File: src/rtl/ps2_key_decoder.sv
// PS/2 set-2 scan-code decoder for game controls: move_left/move_right levels, rate-limited fire, pause toggle.
// Optional build macro WASD_KEYS_EN adds base A (1C) / D (23) as aliases for left / right.
module ps2_key_decoder #(
  parameter int FIRE_COOLDOWN  = 5_000_000,
  parameter int PREFIX_TIMEOUT = 50_000
) (
  input  logic       clock,
  input  logic       resetn,
  input  logic       ps2_key_pressed,
  input  logic [7:0] ps2_key_data,
  output logic       move_left,
  output logic       move_right,
  output logic       fire,
  output logic       pause,
  output logic [7:0] last_code,
  output logic [1:0] prefix_state
);

  localparam int COOL_W = (FIRE_COOLDOWN > 1) ? $clog2(FIRE_COOLDOWN) : 1;
  localparam int TO_W   = (PREFIX_TIMEOUT > 1) ? $clog2(PREFIX_TIMEOUT) : 1;

  localparam logic [7:0] B_EXT   = 8'hE0;
  localparam logic [7:0] B_BRK   = 8'hF0;
  localparam logic [7:0] K_LEFT  = 8'h6B;
  localparam logic [7:0] K_RIGHT = 8'h74;
  localparam logic [7:0] K_SPACE = 8'h29;
  localparam logic [7:0] K_P     = 8'h4D;
  localparam logic [7:0] K_ESC   = 8'h76;

  typedef enum logic [1:0] {
    S_IDLE    = 2'd0,
    S_EXT     = 2'd1,
    S_BRK     = 2'd2,
    S_EXT_BRK = 2'd3
  } state_t;

  state_t            state;
  logic [TO_W-1:0]   to_cnt;
  logic [COOL_W-1:0] cool_cnt;
  logic              left_h, right_h, space_h, p_h;
  logic              last_dir;  // 0 = L, 1 = R

  logic ev_make, ev_break, ev_ext, is_ignored;
  logic mk_left, br_left, mk_right, br_right;
  logic mk_space, br_space, mk_p, br_p, mk_esc;
  logic mk_alias_l, mk_alias_r;
  logic left_h_n, right_h_n, alias_l_n, alias_r_n;
  logic left_any_n, right_any_n, last_dir_n, mapped_make;

`ifdef WASD_KEYS_EN
  logic a_h, d_h;
`endif

  assign prefix_state = state;

  always_comb begin
    is_ignored = ps2_key_data inside {8'hFA, 8'hAA, 8'hEE, 8'hFE, 8'hE1};
    ev_make  = 1'b0;
    ev_break = 1'b0;
    ev_ext   = 1'b0;
    if (ps2_key_pressed) begin
      case (state)
        S_IDLE:    ev_make = (ps2_key_data != B_EXT) && (ps2_key_data != B_BRK) && !is_ignored;
        S_EXT: begin
          ev_ext  = 1'b1;
          ev_make = (ps2_key_data != B_BRK);
        end
        S_BRK:     ev_break = 1'b1;
        S_EXT_BRK: begin
          ev_ext   = 1'b1;
          ev_break = 1'b1;
        end
        default: ;
      endcase
    end

    mk_left  = ev_make  &  ev_ext & (ps2_key_data == K_LEFT);
    br_left  = ev_break &  ev_ext & (ps2_key_data == K_LEFT);
    mk_right = ev_make  &  ev_ext & (ps2_key_data == K_RIGHT);
    br_right = ev_break &  ev_ext & (ps2_key_data == K_RIGHT);
    mk_space = ev_make  & ~ev_ext & (ps2_key_data == K_SPACE);
    br_space = ev_break & ~ev_ext & (ps2_key_data == K_SPACE);
    mk_p     = ev_make  & ~ev_ext & (ps2_key_data == K_P);
    br_p     = ev_break & ~ev_ext & (ps2_key_data == K_P);
    mk_esc   = ev_make  & ~ev_ext & (ps2_key_data == K_ESC);

    left_h_n  = mk_left  | (left_h  & ~br_left);
    right_h_n = mk_right | (right_h & ~br_right);

    mk_alias_l = 1'b0;
    mk_alias_r = 1'b0;
    alias_l_n  = 1'b0;
    alias_r_n  = 1'b0;
`ifdef WASD_KEYS_EN
    mk_alias_l = ev_make & ~ev_ext & (ps2_key_data == 8'h1C);
    mk_alias_r = ev_make & ~ev_ext & (ps2_key_data == 8'h23);
    alias_l_n  = mk_alias_l | (a_h & ~(ev_break & ~ev_ext & (ps2_key_data == 8'h1C)));
    alias_r_n  = mk_alias_r | (d_h & ~(ev_break & ~ev_ext & (ps2_key_data == 8'h23)));
`endif

    left_any_n  = left_h_n  | alias_l_n;
    right_any_n = right_h_n | alias_r_n;

    // Most recent directional make decides who wins while both are held.
    if (mk_left | mk_alias_l)
      last_dir_n = 1'b0;
    else if (mk_right | mk_alias_r)
      last_dir_n = 1'b1;
    else
      last_dir_n = last_dir;

    mapped_make = mk_left | mk_right | mk_space | mk_p | mk_esc | mk_alias_l | mk_alias_r;
  end

  always_ff @(posedge clock or negedge resetn) begin
    if (!resetn) begin
      state      <= S_IDLE;
      to_cnt     <= '0;
      cool_cnt   <= '0;
      left_h     <= 1'b0;
      right_h    <= 1'b0;
      space_h    <= 1'b0;
      p_h        <= 1'b0;
      last_dir   <= 1'b0;
      move_left  <= 1'b0;
      move_right <= 1'b0;
      fire       <= 1'b0;
      pause      <= 1'b0;
      last_code  <= 8'h00;
    end else begin
      if (ps2_key_pressed) begin
        to_cnt <= '0;
        case (state)
          S_IDLE: begin
            if (ps2_key_data == B_EXT)      state <= S_EXT;
            else if (ps2_key_data == B_BRK) state <= S_BRK;
          end
          S_EXT:   state <= (ps2_key_data == B_BRK) ? S_EXT_BRK : S_IDLE;
          default: state <= S_IDLE;
        endcase
      end else if (state != S_IDLE) begin
        // A prefix that never gets its follow-up byte is dropped silently.
        if (to_cnt == TO_W'(PREFIX_TIMEOUT - 1)) begin
          state  <= S_IDLE;
          to_cnt <= '0;
        end else begin
          to_cnt <= to_cnt + 1'b1;
        end
      end

      left_h   <= left_h_n;
      right_h  <= right_h_n;
      space_h  <= mk_space | (space_h & ~br_space);
      p_h      <= mk_p | (p_h & ~br_p);
      last_dir <= last_dir_n;

      move_left  <= left_any_n  & (~right_any_n | ~last_dir_n);
      move_right <= right_any_n & (~left_any_n  |  last_dir_n);

      fire <= 1'b0;
      if (mk_space && !space_h && cool_cnt == '0) begin
        fire     <= 1'b1;
        cool_cnt <= COOL_W'(FIRE_COOLDOWN - 1);
      end else if (cool_cnt != '0) begin
        cool_cnt <= cool_cnt - 1'b1;
      end

      if (mk_esc)
        pause <= 1'b0;
      else if (mk_p && !p_h)
        pause <= ~pause;

      if (mapped_make)
        last_code <= ps2_key_data;
    end
  end

`ifdef WASD_KEYS_EN
  always_ff @(posedge clock or negedge resetn) begin
    if (!resetn) begin
      a_h <= 1'b0;
      d_h <= 1'b0;
    end else begin
      a_h <= alias_l_n;
      d_h <= alias_r_n;
    end
  end
`endif

endmodule

File: config.mk
export PLATFORM = sky130hd
export DESIGN_NAME = ps2_key_decoder
export DESIGN_NICKNAME = d
export VERILOG_FILES = /design/src/rtl/ps2_key_decoder.sv
export SDC_FILE = /design/constraint.sdc
export NUM_CORES = 1
export LEC_CHECK = 0
export ABC_AREA = 0
export CAP_MARGIN = 15
export CORE_AREA = 5 5 90 92
export CTS_CLUSTER_SIZE = 8
export DETAILED_ROUTE_END_ITERATION = 16
export DIE_AREA = 0 0 95 97
export PLACE_DENSITY = 0.68
export SKIP_LAST_GASP = 1
export SLEW_MARGIN = 10
export SYNTH_ARGS = -nofsm -noshare
export SYNTH_HDL_FRONTEND = slang
export SYNTH_SLANG_ARGS = --single-unit
File: constraint.sdc
create_clock -name clock -period 1.9 [get_ports clock]
set_input_delay 0.19 -clock clock [delete_from_list [all_inputs] [get_ports clock]]
set_output_delay 0.19 -clock clock [all_outputs]
set_load 0.05 [all_outputs]
-- Yosys cells after proc, flatten, opt, wreduce, memory -nomap -nowiden
Cells that the tools add are included.
- register bits after elaboration: 58
- word-level logic and storage cells: 115
- input port bits: 11
- bitwise operators: 38
- reductions and logical operators: 20
- $add $sub $neg: 2
- equal/unequal tests: 19
- multiplexer cells: 23
- operators by type and width (kind ; number):
    == test 8 bit (second input constant) ; 7
    2-to-1 mux 16 bit ; 3
    2-to-1 mux 23 bit ; 2
    == test 8 x 7 -> 1 bit (second input constant) ; 4
    zero test 23 bit ; 1
    nonzero test 23 bit ; 1
    subtractor 23 x 1 -> 23 bit (second input constant) ; 1
    AND 1 bit ; 19
    adder 16 x 1 -> 16 bit (second input constant) ; 1
    == test 16 bit (second input constant) ; 1
    inequality test 8 bit (second input constant) ; 2
    2-to-1 mux 2 bit ; 6
    2-to-1 mux 1 bit ; 10
    bitwise OR 1 bit ; 10
    nonzero test 2 bit ; 5
    NOT 1 bit ; 9
    == test 8 x 6 -> 1 bit (second input constant) ; 1
    logical AND 1 bit ; 5
    nonzero test 5 bit ; 1
    == test 2 bit (second input constant) ; 2
    inequality test 4 bit (second input constant) ; 1
    one-hot mux 2 bit (2 select lines) ; 1
    OR reduction 2 bit ; 2
    zero test 1 bit ; 3
    4 further kinds ; 4

-- Depth between registers and ports, before layout
- word-level depth: 13
- gate-level depth with buffers: 8
- depth with buffers taken out: 6

-- Least setup slack after synthesis
No wires, ideal clock.
- kind: reg-to-reg
- from: register state[1] (netlist: prefix_state[1])
- to: register last_code[0]
- setup slack: -0.135 ns
- library setup time: 0.125 ns
- clock period less this slack: 2.035 ns
- data arrival time: 1.910 ns
- cell stages (with the launch flop): 6
- path through: dfrtp_1 > and2b_1 > o41ai_2 > a31o_4 > a41oi_4 > mux2_4
- word-level cells in the longest chain between the ends: 10
- elaborated cells on any way between the ends: 20
- those cells by class: eq/ne (2); mux (4); bitwise (12); reduce/logical (2)
- ends and longest elaborated chain (item ; line ; RTL):
    start, declared ; 37 ; state_t state;
    start signal, assigned ; 138 ; S_EXT: state <= (ps2_key_data == B_BRK) ? S_EXT_BRK : S_IDLE;
    == test 2 x 1 -> 1 bit or == test 2 bit (tied branches) ; 62 ; case (state)
    OR reduction 2 bit (no source line) ; - ;
    2-to-1 mux 1 bit ; 62 ;
    2-to-1 mux 1 bit ; 61 ; if (ps2_key_pressed) begin
    AND 1 bit or NOT 1 bit (tied branches) ; - ;
    AND 1 bit (on tied branches) ; - ;
    bitwise OR 1 bit or AND 1 bit (tied branches) ; 112, 81 ;
    bitwise OR 1 bit (2 in a row) ; 112 ; mapped_make = mk_left | mk_right | mk_space | mk_p | mk_esc | mk_alias_l | mk_alias_r;
    bitwise OR 1 bit (*) ; 112 ;
    end signal, assigned ; 174 ; last_code <= ps2_key_data;
    end, declared ; 15 ; output logic [7:0] last_code,
Mark *: on every way between the ends. The rest lies on a longest branch, timed or not.
A chain may end at the register's enable or synchronous reset.

-- Final worst setup path
- from: register cool_cnt[2]
- to: register cool_cnt[19]
- word-level cells in the longest chain between the ends: 3
- elaborated cells on any way between the ends: 7
- those cells by class: add/sub (1); mux (2); reduce/logical (4)
- ends and longest elaborated chain (item ; line ; RTL):
    start, declared ; 39 ; logic [COOL_W-1:0] cool_cnt;
    start signal, assigned ; 163 ; cool_cnt <= COOL_W'(FIRE_COOLDOWN - 1);
    start signal, assigned ; 165 ; cool_cnt <= cool_cnt - 1'b1;
    subtractor 23 x 1 -> 23 bit or zero test 23 bit (tied branches) ; 165, 161 ;
    2-to-1 mux 23 bit or logical AND 1 bit (tied branches) ; 164, 161 ;
    2-to-1 mux 23 bit or nonzero test 2 bit (tied branches) ; - ;
Several ways; a longest one is shown, not always the timed one. The select of a mux whose other input is x is not followed.

==> results.json <==
{
  "power_frac_comb_pct": 12.8,
  "end_kind": "flop",
  "die_area_mm2": 0.009215,
  "ant_nets": 0,
  "start_util_pct": 44.16,
  "seqPwrFrac_pct": 45.9,
  "synth_top_family_by_area": "simple AND/OR/NAND/NOR gates",
  "cts_tree": "built",
  "p_sw_share_pct": 26.13,
  "clockPowerShare_pct": 41.3,
  "ios": 25,
  "die-width_um": 95,
  "synth_commonest_cells": "dfrtp_1, nor2_1, nand2_1",
  "cts-htree-levels": 3,
  "drt_iter0_drc": 99,
  "viasPerCell": 5.336,
  "vias": 2732,
  "final_util_pct": 62.36,
  "p_leak_nw": 2.029,
  "setup-tns-final_ns": 0,
  "synth_compound_area_share_pct": 13.89,
  "drcViolationCount": 0,
  "dp_cells": 488,
  "cts_sinks": 58,
  "clock-root-buffer": "clkbuf_8",
  "hpwl_mm": 5.264,
  "ys_seq_area_share_pct": 46.05,
  "final.setup_skew_ns": 0.009018,
  "ys_ff_latch": 58,
  "switchingPower_mw": 0.7440,
  "dieHeight_um": 97,
  "rsz0062_at_grt": "true",
  "ys_types": 65,
  "critPathMaxStageDelay_ns": 0.41,
  "routedWlPerCell_um": 14.43,
  "antenna_found_initial": 1,
  "syn_area_mm2": 0.003152,
  "crit_path_top_delay_cell": "dfrtp_1",
  "io_buffers": 24,
  "final_hold_viol_count": 0,
  "grt_pass1_wl_mm": 12.59,
  "synthFlopType": "dfrtp_1",
  "fin_crit_sh_pct": 98.98,
  "synth_area_leader_cell": "dfrtp_1",
  "firstDrtPassIters": 4,
  "ys.warnings.count": 0,
  "numCtsBuffers": 9,
  "tightest_slew_ns": 0.5268,
  "slew_headroom_pct": 64.77,
  "clk_latency_ns": 0.34,
  "synth_edf_count": 0,
  "grt_max_degree": 59,
  "synth_xor_area_share_pct": 5.280,
  "drv_cap": 0,
  "syn_to_final_growth_pct": 41.21,
  "yosysMostFrequentCell": "dfrtp_1",
  "synth_area_per_cell_um2": 10.58,
  "yosys.area_share.simple_pct": 26.28,
  "critPathRequiredTime_ns": 2.12,
  "vdd_drop_max_v": 0.0003453,
  "crit_arrival_ns": 2.10,
  "ys_async_sr_fraction_pct": 100.0,
  "synth_top_area_share_pct": 46.05,
  "synth_area_leaders": "dfrtp_1, xor2_1, mux2_4, nor2_1, o21ai_0",
  "p_total_mw": 2.847,
  "antenna-diode-count": 0,
  "clockBufferDepth": 2,
  "status": "complete, no violations",
  "synthMuxAreaShare_pct": 5.359,
  "routabilityCongestion": 0.8236,
  "crit_chain": "nor4_4 > buf_4 > and4b_2 > or3b_4 > mux2_4",
  "syn_inst": 298,
  "critPathKind": "reg2reg",
  "crit_path_start_kind": "flop",
  "fin_crit_ns": 1.881,
  "grt_pass1_vias": 2708,
  "drt_wl_total_mm": 7.388,
  "core_mm2": 0.007137,
  "setup_viol": 0,
  "drive_gt1_share_pct": 34.62,
  "p_int_mw": 2.103,
  "drv_slew": 0,
  "track_usage_pct": 17.07,
  "hold_class": "in2reg",
  "clock.fmax_ghz": 0.5317,
  "cts.clk_slew.worst_paths_ns": 0.07,
  "finalNonFillerCells": 512,
  "gr-total-overflow": 0,
  "cp_max_fo": 3,
  "synthAdderAreaFrac_pct": 0.7940,
  "power_density_mw_per_mm2": 639.7,
  "rows": 31,
  "synth_nets": 311,
  "fin_nets": 421
}
[cells in the final DEF, fill, tap and decap left out, drive strengths merged, types with 3 or more instances in the layout]
cell	n
nor3b	3
buf	84
clkdlybuf4s50	17
nand3	7
nand2	23
o31ai	8
clkinv	3
nor3	15
nor2b	3
or4	4
nand2b	5
and4b	4
mux2i	3
or3	5
mux2	10
nor4	14
xnor2	6
dfrtp	58
clkbuf	11
a21oi	9
nand4b	4
dlymetal6s2s	5
o21ai	18
nor2	26
or2	3
inv	7
xor2	13
and3	3
[layer usage]
metal / share of wire (%) / GRT usage (%) / vias up
met5: 0.18 / 0 / -
met2: 51 / 27.93 / 43
met1: 44 / 21.56 / 1328
met4: 1.6 / 6.992 / 2
met3: 3.1 / 3.724 / 14
li1: - / - / 1345
[area by class of cell]
cell class                      count  area (um^2)
Clock inverter                      5        52.55
Fill cell                         608         2686
Sequential cell                    58         1454
Clock buffer                       11        151.4
Tap cell                           99        123.9
Timing Repair Buffer              107        912.1
Multi-Input combinational cell    225         1730
Inverter                            7        26.28
[logic make-up (layout without fill, tap and decap cells)]
group / after synthesis / count (layout)
AOI/OAI and AO/OA: 58 / 58
xor gates and xnor gates: 19 / 19
adders and majority gates: 2 / 2
buffers and inverters: 15 / 130
DFF: 58 / 58
muxes: 13 / 13
and+or+nand+nor: 133 / 133
[worst max-delay path: cells and delay by family, from the launching register on]
kind,cells,cell delay (ns)
AND/OR/NAND/NOR,3,0.94
flip-flops,1,0.41
multiplexers,1,0.26
buffers and inverters,1,0.16
[path summary, 6_finish.rpt]
path | slack, ns | endpoint | start | depth (start not counted)
worst max-delay path | 0.02 | cool_cnt[19] | cool_cnt[2] | 5
worst min-delay path | 0.30 | last_code[6] | ps2_key_data[6] | 2
worst max register to register | 0.02 | cool_cnt[19] | cool_cnt[2] | 5
worst min register to register | 0.50 | pause | pause | 1
max in group asynchronous | 1.24 | prefix_state[1] | resetn | 3
min in group asynchronous | 0.38 | to_cnt[15] | resetn | 3
[power by group through the flow]
| stage | logic (mW) | registers (mW) | clock network (mW) |
|---|---|---|---|
| floorplan | 0.111 | 1.40 | 0 |
| global placement | 0.347 | 1.33 | 0 |
| detailed placement | 0.354 | 1.33 | 0 |
| CTS | 0.360 | 1.31 | 1.20 |
| global route | 0.393 | 1.31 | 1.27 |
| finish | 0.364 | 1.31 | 1.18 |
[through the flow]
| step | cell area, um^2 | hold slack (ns) | worst slack (ns) |
|---|---|---|---|
| floorplan | 3154 | -0.1056 | -0.01813 |
| global placement | 4039 | 0.2171 | -0.3480 |
| detailed placement | 4039 | 0.2215 | -0.4240 |
| CTS | 4308 | 0.3887 | -0.005634 |
| global route | 4451 | 0.3173 | -0.08471 |
| finish | 4451 | 0.3038 | 0.01938 |
[flip-flops by register name (all words and copies together) (netlist names), 2 cells and up]
name and flops:
to_cnt 16, prefix_state 2, last_code 8, cool_cnt 23
[repair_timing]
item / in CTS / in global routing
hold endpoints to repair: 58 / 0
resized for setup: 3 / 21
endpoints found under the setup margin: 15 / 26
buffers inserted: 2 / 5
hold buffers: 1 / 0
pin swaps: 2 / 5
(Power assumes the default switching activity.)
